--- config.mk ---
export PLATFORM = sky130hd
export DESIGN_NAME = branch_predict_gshare_flat
export DESIGN_NICKNAME = d
export VERILOG_FILES = /design/src/rtl/branch_predict_gshare_if.sv /design/src/rtl/branch_predict_gshare.sv /design/src/flat_wrapper.sv
export SDC_FILE = /design/constraint.sdc
export NUM_CORES = 1
export LEC_CHECK = 0
export ABC_AREA = 1
export CAP_MARGIN = 20
export CORE_UTILIZATION = 37
export CTS_CLUSTER_DIAMETER = 60
export DETAILED_ROUTE_END_ITERATION = 10
export SYNTH_ARGS = -nofsm -noshare
export SYNTH_HDL_FRONTEND = slang
export SYNTH_SLANG_ARGS = --single-unit
--- constraint.sdc ---
create_clock -name clk -period 8 [get_ports clk]
set_clock_uncertainty 0.15 [all_clocks]
set_input_delay 1.6 -clock clk [delete_from_list [all_inputs] [get_ports clk]]
set_output_delay 1.6 -clock clk [all_outputs]
set_load 0.02 [all_outputs]
--- src/rtl/branch_predict_gshare_if.sv ---
// Fetch/decode-side signal bundle for the gshare predictor.
// The master modport belongs to the pipeline and the slave modport to the predictor.
interface branch_predict_gshare_if;
   logic [31:0] pcF;
   logic        stallD;
   logic        flushD;
   logic        branchD;
   logic        branch_takeD;
   logic        pred_takeF;
   logic        pred_takeD;
   logic        mispredictD;

   modport master (
      output pcF, stallD, flushD, branchD, branch_takeD,
      input  pred_takeF, pred_takeD, mispredictD
   );

   modport slave (
      input  pcF, stallD, flushD, branchD, branch_takeD,
      output pred_takeF, pred_takeD, mispredictD
   );
endinterface

--- src/rtl/branch_predict_gshare.sv ---
// Gshare direction predictor: a global history register XOR the PC indexes a table of 2-bit counters.
// Define BP_PHT_BYPASS_EN to forward a same-cycle counter update into the fetch-stage prediction.
module branch_predict_gshare #(
   parameter int GHR_W = 8
) (
   input  logic                   clk,
   input  logic                   rst,
   branch_predict_gshare_if.slave bus
);

   localparam int PHT_N = 1 << GHR_W;

   logic [GHR_W-1:0] r_ghr;
   logic [1:0]       r_pht [PHT_N];
   logic             r_validD;
   logic             r_predD;
   logic [GHR_W-1:0] r_indexD;

   logic [GHR_W-1:0] w_indexF;
   logic             w_update;
   logic [1:0]       w_cntCur;
   logic [1:0]       w_cntNext;
   logic             w_predF;
   logic             w_unusedPc;

   assign w_unusedPc = ^{bus.pcF[31:GHR_W+2], bus.pcF[1:0]};

   assign w_indexF = bus.pcF[GHR_W+1:2] ^ r_ghr;
   assign w_update = bus.branchD & r_validD & ~bus.stallD;
   assign w_cntCur = r_pht[r_indexD];

   // Saturating counter step for the decode-stage entry
   always_comb begin
      w_cntNext = w_cntCur;
      if (bus.branch_takeD) begin
         if (w_cntCur != 2'b11) w_cntNext = w_cntCur + 2'd1;
      end else begin
         if (w_cntCur != 2'b00) w_cntNext = w_cntCur - 2'd1;
      end
   end

`ifdef BP_PHT_BYPASS_EN
   always_comb begin
      w_predF = r_pht[w_indexF][1];
      if (w_update && (w_indexF == r_indexD)) w_predF = w_cntNext[1];
   end
`else
   always_comb begin
      w_predF = r_pht[w_indexF][1];
   end
`endif

   assign bus.pred_takeF  = w_predF;
   assign bus.pred_takeD  = r_predD;
   assign bus.mispredictD = bus.branchD & r_validD & (r_predD != bus.branch_takeD);

   // History and counters move only on a resolved, non-stalled branch
   always_ff @(posedge clk) begin
      if (rst) begin
         r_ghr <= '0;
         for (int i = 0; i < PHT_N; i++) r_pht[i] <= 2'b01;
      end else if (w_update) begin
         r_ghr           <= {r_ghr[GHR_W-2:0], bus.branch_takeD};
         r_pht[r_indexD] <= w_cntNext;
      end
   end

   // F->D pipeline register; flush wins over stall
   always_ff @(posedge clk) begin
      if (rst) begin
         r_validD <= 1'b0;
         r_predD  <= 1'b0;
         r_indexD <= '0;
      end else if (bus.flushD) begin
         r_validD <= 1'b0;
         r_predD  <= 1'b0;
         r_indexD <= '0;
      end else if (!bus.stallD) begin
         r_validD <= 1'b1;
         r_predD  <= w_predF;
         r_indexD <= w_indexF;
      end
   end

endmodule
--- src/flat_wrapper.sv ---
// flat-port wrapper written by rule: the top's interface ports become plain ports
module branch_predict_gshare_flat 
#(
   parameter int GHR_W = 8
)
  (clk, rst, bus_pcF, bus_stallD, bus_flushD, bus_branchD, bus_branch_takeD, bus_pred_takeF, bus_pred_takeD, bus_mispredictD);
  branch_predict_gshare_if bus_i ();
  input  logic clk;
  input  logic rst;
  input wire logic [$bits(bus_i.pcF)-1:0] bus_pcF;
  input wire logic [$bits(bus_i.stallD)-1:0] bus_stallD;
  input wire logic [$bits(bus_i.flushD)-1:0] bus_flushD;
  input wire logic [$bits(bus_i.branchD)-1:0] bus_branchD;
  input wire logic [$bits(bus_i.branch_takeD)-1:0] bus_branch_takeD;
  output wire logic [$bits(bus_i.pred_takeF)-1:0] bus_pred_takeF;
  output wire logic [$bits(bus_i.pred_takeD)-1:0] bus_pred_takeD;
  output wire logic [$bits(bus_i.mispredictD)-1:0] bus_mispredictD;
  assign bus_i.pcF = bus_pcF;
  assign bus_i.stallD = bus_stallD;
  assign bus_i.flushD = bus_flushD;
  assign bus_i.branchD = bus_branchD;
  assign bus_i.branch_takeD = bus_branch_takeD;
  assign bus_pred_takeF = bus_i.pred_takeF;
  assign bus_pred_takeD = bus_i.pred_takeD;
  assign bus_mispredictD = bus_i.mispredictD;
  branch_predict_gshare #(.GHR_W(GHR_W)) u_core (.clk(clk), .rst(rst), .bus(bus_i));
endmodule
==> reports/metrics.cfg, run 1 <==
[synth]
ys_seq_area_frac=0.5142
ys_types=23
synth_area_sq_mm=0.03091
syn_nets=4132
synth_seq_cells=538
synth_cells=4094
yosys_warnings=0
synth.avg_cell_area_sq_um=7.551

[timing]
rsz0062_at_grt=no
final.min_clock_period_ps=6949
slew_violations=0
setup_viol=0
final.setup.worst_slack_ps=1051
clock.fmax_mhz=143.9
period_share=0.8686
max-slew-margin-rel=0.2020
worst_pin_slew_ps=1196
timing_hold_violations_final=0
finalSetupTns_ps=0

[global_routing]
grt_pass1_wl_mm=150.8
antenna_found_initial=2
grt_pass1_vias=25610
grt_max_degree=192
grt_overflow=0
grt_util_all_layers=0.2313

[setup_path]
cp-end-kind=output port
rrSetupSlack_ps=2730
cp-start-kind=primary input
crit_type=in2out
worstPathRequired_ps=6250
crit_arrival_ps=5200
crit_fanout=47

[clocking]
clkTransAtPathRegs_ps=60
cts_buffers=61
cts.sinks=538
clockRootBuffer=clkbuf_16
cts_setup_buffers=0
cts_tree=yes
ctsHoldBuffers=0
cts_resized=0
clock_latency_ps=650
clock_path_buffers=3
h-tree-depth=2

[power_and_ir_drop]
p_per_area_mw_per_mm2=205.0
leakage_nw=12.44
ir_drop_uv=182.2
total_power_w=0.006923

[floorplanning]
dieArea_sq_mm=0.08471
die_w_um=291.1
initial_core_util=0.3753
ios=41
core_region_area_sq_mm=0.08237
die_h_um=291.1
rows=105

[finish]
area_delta_synth_final_pct=9.207
drive_gt1_frac=0.04271
multi_input_area_sq_mm=0.01163
diodes=0
finish.utilization=0.4099
layout_common_cells=nand2_1, nand3_1, nor2_1
fin_nets=3967
n_fill_cell=8236
mostFrequentLayoutCell=nand2_1
register_area_sq_mm=0.01591

[drt]
wl_mm=99.26
firstDrtPassIters=6
viasPerCell=5.350
wl_per_cell_um=19.66
dr_total_vias=27020
initialDrtViolationCount=3224
drt_drc_violations_left=0
ant_nets=0

[placement]
place_congestion=0.8590
pre_cts_slack_ps=1175
place_hpwl_mm=55.44
io_buffers=16

[outcome]
status=complete, no violations

[run]
max-cap-violations=0

[hold_path]
hp-class=reg2reg

[per-layer routing]
metal / part of all wire / routed length (um) / up-vias / global-route usage
met3: 0.098 / 9741 / 245 / 0.03596
met1: 0.41 / 40440 / 12670 / 0.3076
li1: - / - / 12810 / -
met4: 0.042 / 4143 / 2 / 0.09472
met5: 0.00011 / 11 / - / 0
met2: 0.45 / 44930 / 1290 / 0.3753
[final timing paths]
check                        from                  end  cells past startpoint
setup / recovery       bus_pcF[2]       bus_pred_takeF                     15
hold / removal    u_core.r_validD      u_core.r_validD                      2
setup reg to reg             flop  u_core.r_pht[86][1]                     16
hold reg to reg   u_core.r_validD      u_core.r_validD                      2
[cells by family after synthesis]
logic type,count (synthesis),share of synthesized area
XOR/XNOR,9,0.002550
flip-flops,538,0.5142
AND/OR/NAND/NOR,2614,0.3562
buffers and inverters,846,0.1130
AO/OA/AOI/OAI,87,0.01417
[metrics by stage]
step | hold slack [ps] | instance area [sq um] | instances
final | 344.5 | 33760 | 5050
after global routing | 373.0 | 33760 | 5050
after CTS | 343.5 | 33710 | 5048
after detailed placement | 328.5 | 31700 | 4934
after global placement | 317.2 | 31690 | 4933
after floorplan | 304.9 | 30910 | 4094
[flip-flops by register name (all words and copies together) (netlist names), named ones only]
| name | count |
|---|---|
| u_core.r_validD | 1 |
| u_core.r_pht | 512 |
| u_core.r_ghr | 8 |
| u_core.bus.pred_takeD | 1 |
| u_core.r_indexD | 8 |
[synth_stat cells]
| library cell | n | area share |
|---|---|---|
| nand2_1 | 1071 | 0.13 |
| nand3_1 | 948 | 0.15 |
| nor2_1 | 590 | 0.072 |
| inv_1 | 533 | 0.065 |
| edfxtp_1 | 512 | 0.50 |
| buf_2 | 128 | 0.021 |
| clkbuf_1 | 127 | 0.015 |
| o21ai_0 | 54 | 0.0087 |
| a21oi_1 | 32 | 0.0052 |
| buf_4 | 27 | 0.0066 |
| dfxtp_1 | 26 | 0.017 |
| buf_1 | 16 | 0.0019 |
| xnor2_1 | 8 | 0.0023 |
| buf_6 | 7 | 0.0025 |
| clkinv_1 | 4 | 0.00049 |
| inv_2 | 3 | 0.00036 |
| nand2_2 | 2 | 0.00040 |
| inv_4 | 1 | 0.00020 |
| nand3b_1 | 1 | 0.00024 |
| nor3_1 | 1 | 0.00016 |
| o211ai_1 | 1 | 0.00024 |
| or2_2 | 1 | 0.00020 |
| xor2_1 | 1 | 0.00028 |
[area by class of cell]
class                      count  area share
timing repair buffer          77     0.02446
tap                         1070     0.03965
sequential                   538      0.4712
multi-input combinational   2710      0.3444
clock inverter                45     0.01227
clock buffer                  69     0.04736
inverter                     541     0.06067
[worst max-delay path, cell delays in order]
cell and delay (ps):
clkdlybuf4s50_1 520, inv_1 70, nand2_1 370, nand2_4 380, buf_12 320, nand2_1 100, nand3_1 60, nand3_1 100
nand3_1 120, nand3_1 230, nand3_1 190, nand3_1 180, nand3_1 170, nand2_1 120, clkdlybuf4s50_1 610
[power breakdown]
group | switching, W | internal (W)
sequential | 0.0000388 | 0.00312
clock | 0.00119 | 0.00168
combinational | 0.000696 | 0.000200
total | 0.00192 | 0.00500
Note: power is estimated with default switching activity, not from simulation.
==> run 2: changes to the inputs <==
Settings changed: MAX_ROUTING_LAYER set to met4.
==> reports/metrics.cfg, run 2 (synthesis results as in run 1) <==
[clocking]
clockRootBuffer=clkbuf_16
ctsHoldBuffers=0
cts_setup_buffers=0
clkTransAtPathRegs_ps=60
clock_latency_ps=660
clock_path_buffers=3
cts.sinks=538
cts_tree=yes
cts_resized=0
cts_buffers=61
h-tree-depth=2

[finish]
top_regs=u_core.r_pht (512), u_core.r_ghr (8), u_core.r_indexD (8)
final-instance-count-excl-fill=5052
fin_nets=3966
largest_reg_flops=512
layout_common_cells=nand2_1, nand3_1, nor2_1
mostFrequentLayoutCell=nand2_1
area_delta_synth_final_pct=9.167
largest-register=u_core.r_pht
drive_gt1_frac=0.04247

[setup_path]
cp-start-kind=primary input
crit_type=in2out
crit_fanout=47
crit_arrival_ps=5170
worstPathRequired_ps=6250
reg2reg_depth=16
cp-end-kind=output port

[placement]
place_hpwl_mm=55.44
io_buffers=16
pre_cts_slack_ps=1175
dp_cells=4934
place_congestion=0.8729

[floorplanning]
dieArea_sq_mm=0.08471
initial_core_util=0.3753
ios=41
rows=105
core_region_area_sq_mm=0.08237
die_w_um=291.1
die_h_um=291.1

[timing]
worst_pin_slew_ps=1216
period_share=0.8656
slew_violations=0
final.setup.worst_slack_ps=1075
setup_viol=0
finalSetupTns_ps=0
max-slew-margin-rel=0.1882
rsz0062_at_grt=no
clock.fmax_mhz=144.4
timing_hold_violations_final=0
final.min_clock_period_ps=6925

[power_and_ir_drop]
leakage_nw=12.43
p_per_area_mw_per_mm2=205.2
ir_drop_uv=182.4

[drt]
wl_mm=99.28
viasPerCell=5.362
initialDrtViolationCount=3218
ant_nets=0
dr_total_vias=27090
drt_drc_violations_left=0
firstDrtPassIters=6
wl_per_cell_um=19.65

[hold_path]
hp-class=reg2reg
min_path_cells=2

[outcome]
status=complete, no violations

[global_routing]
grt_util_all_layers=0.2384
grt_overflow=0
grt_pass1_vias=25590
grt_max_degree=192
grt_pass1_wl_mm=150.8
antenna_found_initial=2

[run]
max-cap-violations=0

-- run 2: cell count changes in the layout (fill, tap and decap cells not counted), sizes merged --
cell,change
diode,+3
buf,-1
-- run 2: metal layers --
layer | global-route usage | share of wire | vias to the layer above
met1 | 0.3069 | 0.41 | 12720
met4 | 0.09330 | 0.039 | 0
met5 | - | 0 | -
met3 | 0.03512 | 0.097 | 245
li1 | - | - | 12810
met2 | 0.3777 | 0.46 | 1316
-- run 2: area by class of cell --
type / instances / area [sq um]
fillers: 8239 / 48620
repair buffers: 76 / 805.8
clock inverters: 45 / 414.1
clock buffers: 69 / 1599
inverters: 541 / 2048
multi-input cells: 2710 / 11630
flip-flops and latches: 538 / 15910
well taps: 1070 / 1339
diodes: 3 / 7.507
-- run 2: path summary, 6_finish.rpt --
check                  start             endpoint  slack [ps]
max reg2reg             flop  u_core.r_pht[18][1]        2770
min reg2reg  u_core.r_validD      u_core.r_validD         340
min          u_core.r_validD      u_core.r_validD         340
max               bus_pcF[2]       bus_pred_takeF        1080
-- run 2: power by group --
group | internal (W) | switching, W | total, W
Clock | 0.00168 | 0.00119 | 0.00287
Sequential | 0.00312 | 0.0000390 | 0.00316
Combinational | 0.000200 | 0.000695 | 0.000895
-- run 2: stage by stage --
stage,util,cell area (sq um),power (W),hold slack [ps]
floorplan,-,30910,0.003810,304.9
global placement,0.3848,31690,0.004087,317.2
detailed placement,0.3848,31700,0.004094,328.5
CTS,0.4093,33710,0.006917,343.5
global route,0.4097,33750,0.007118,373.0
finish,0.4097,33750,0.006924,341.4
-- run 2: critical path, stage by stage --
cell             delay [ps]
clkdlybuf4s50_1         520
inv_1                    70
nand2_1                 370
nand2_4                 370
buf_12                  310
nand2_1                 100
nand3_1                  60
nand3_1                 100
nand3_1                 120
nand3_1                 230
nand3_1                 190
nand3_1                 180
nand3_1                 160
nand2_1                 110
clkdlybuf4s50_1         600
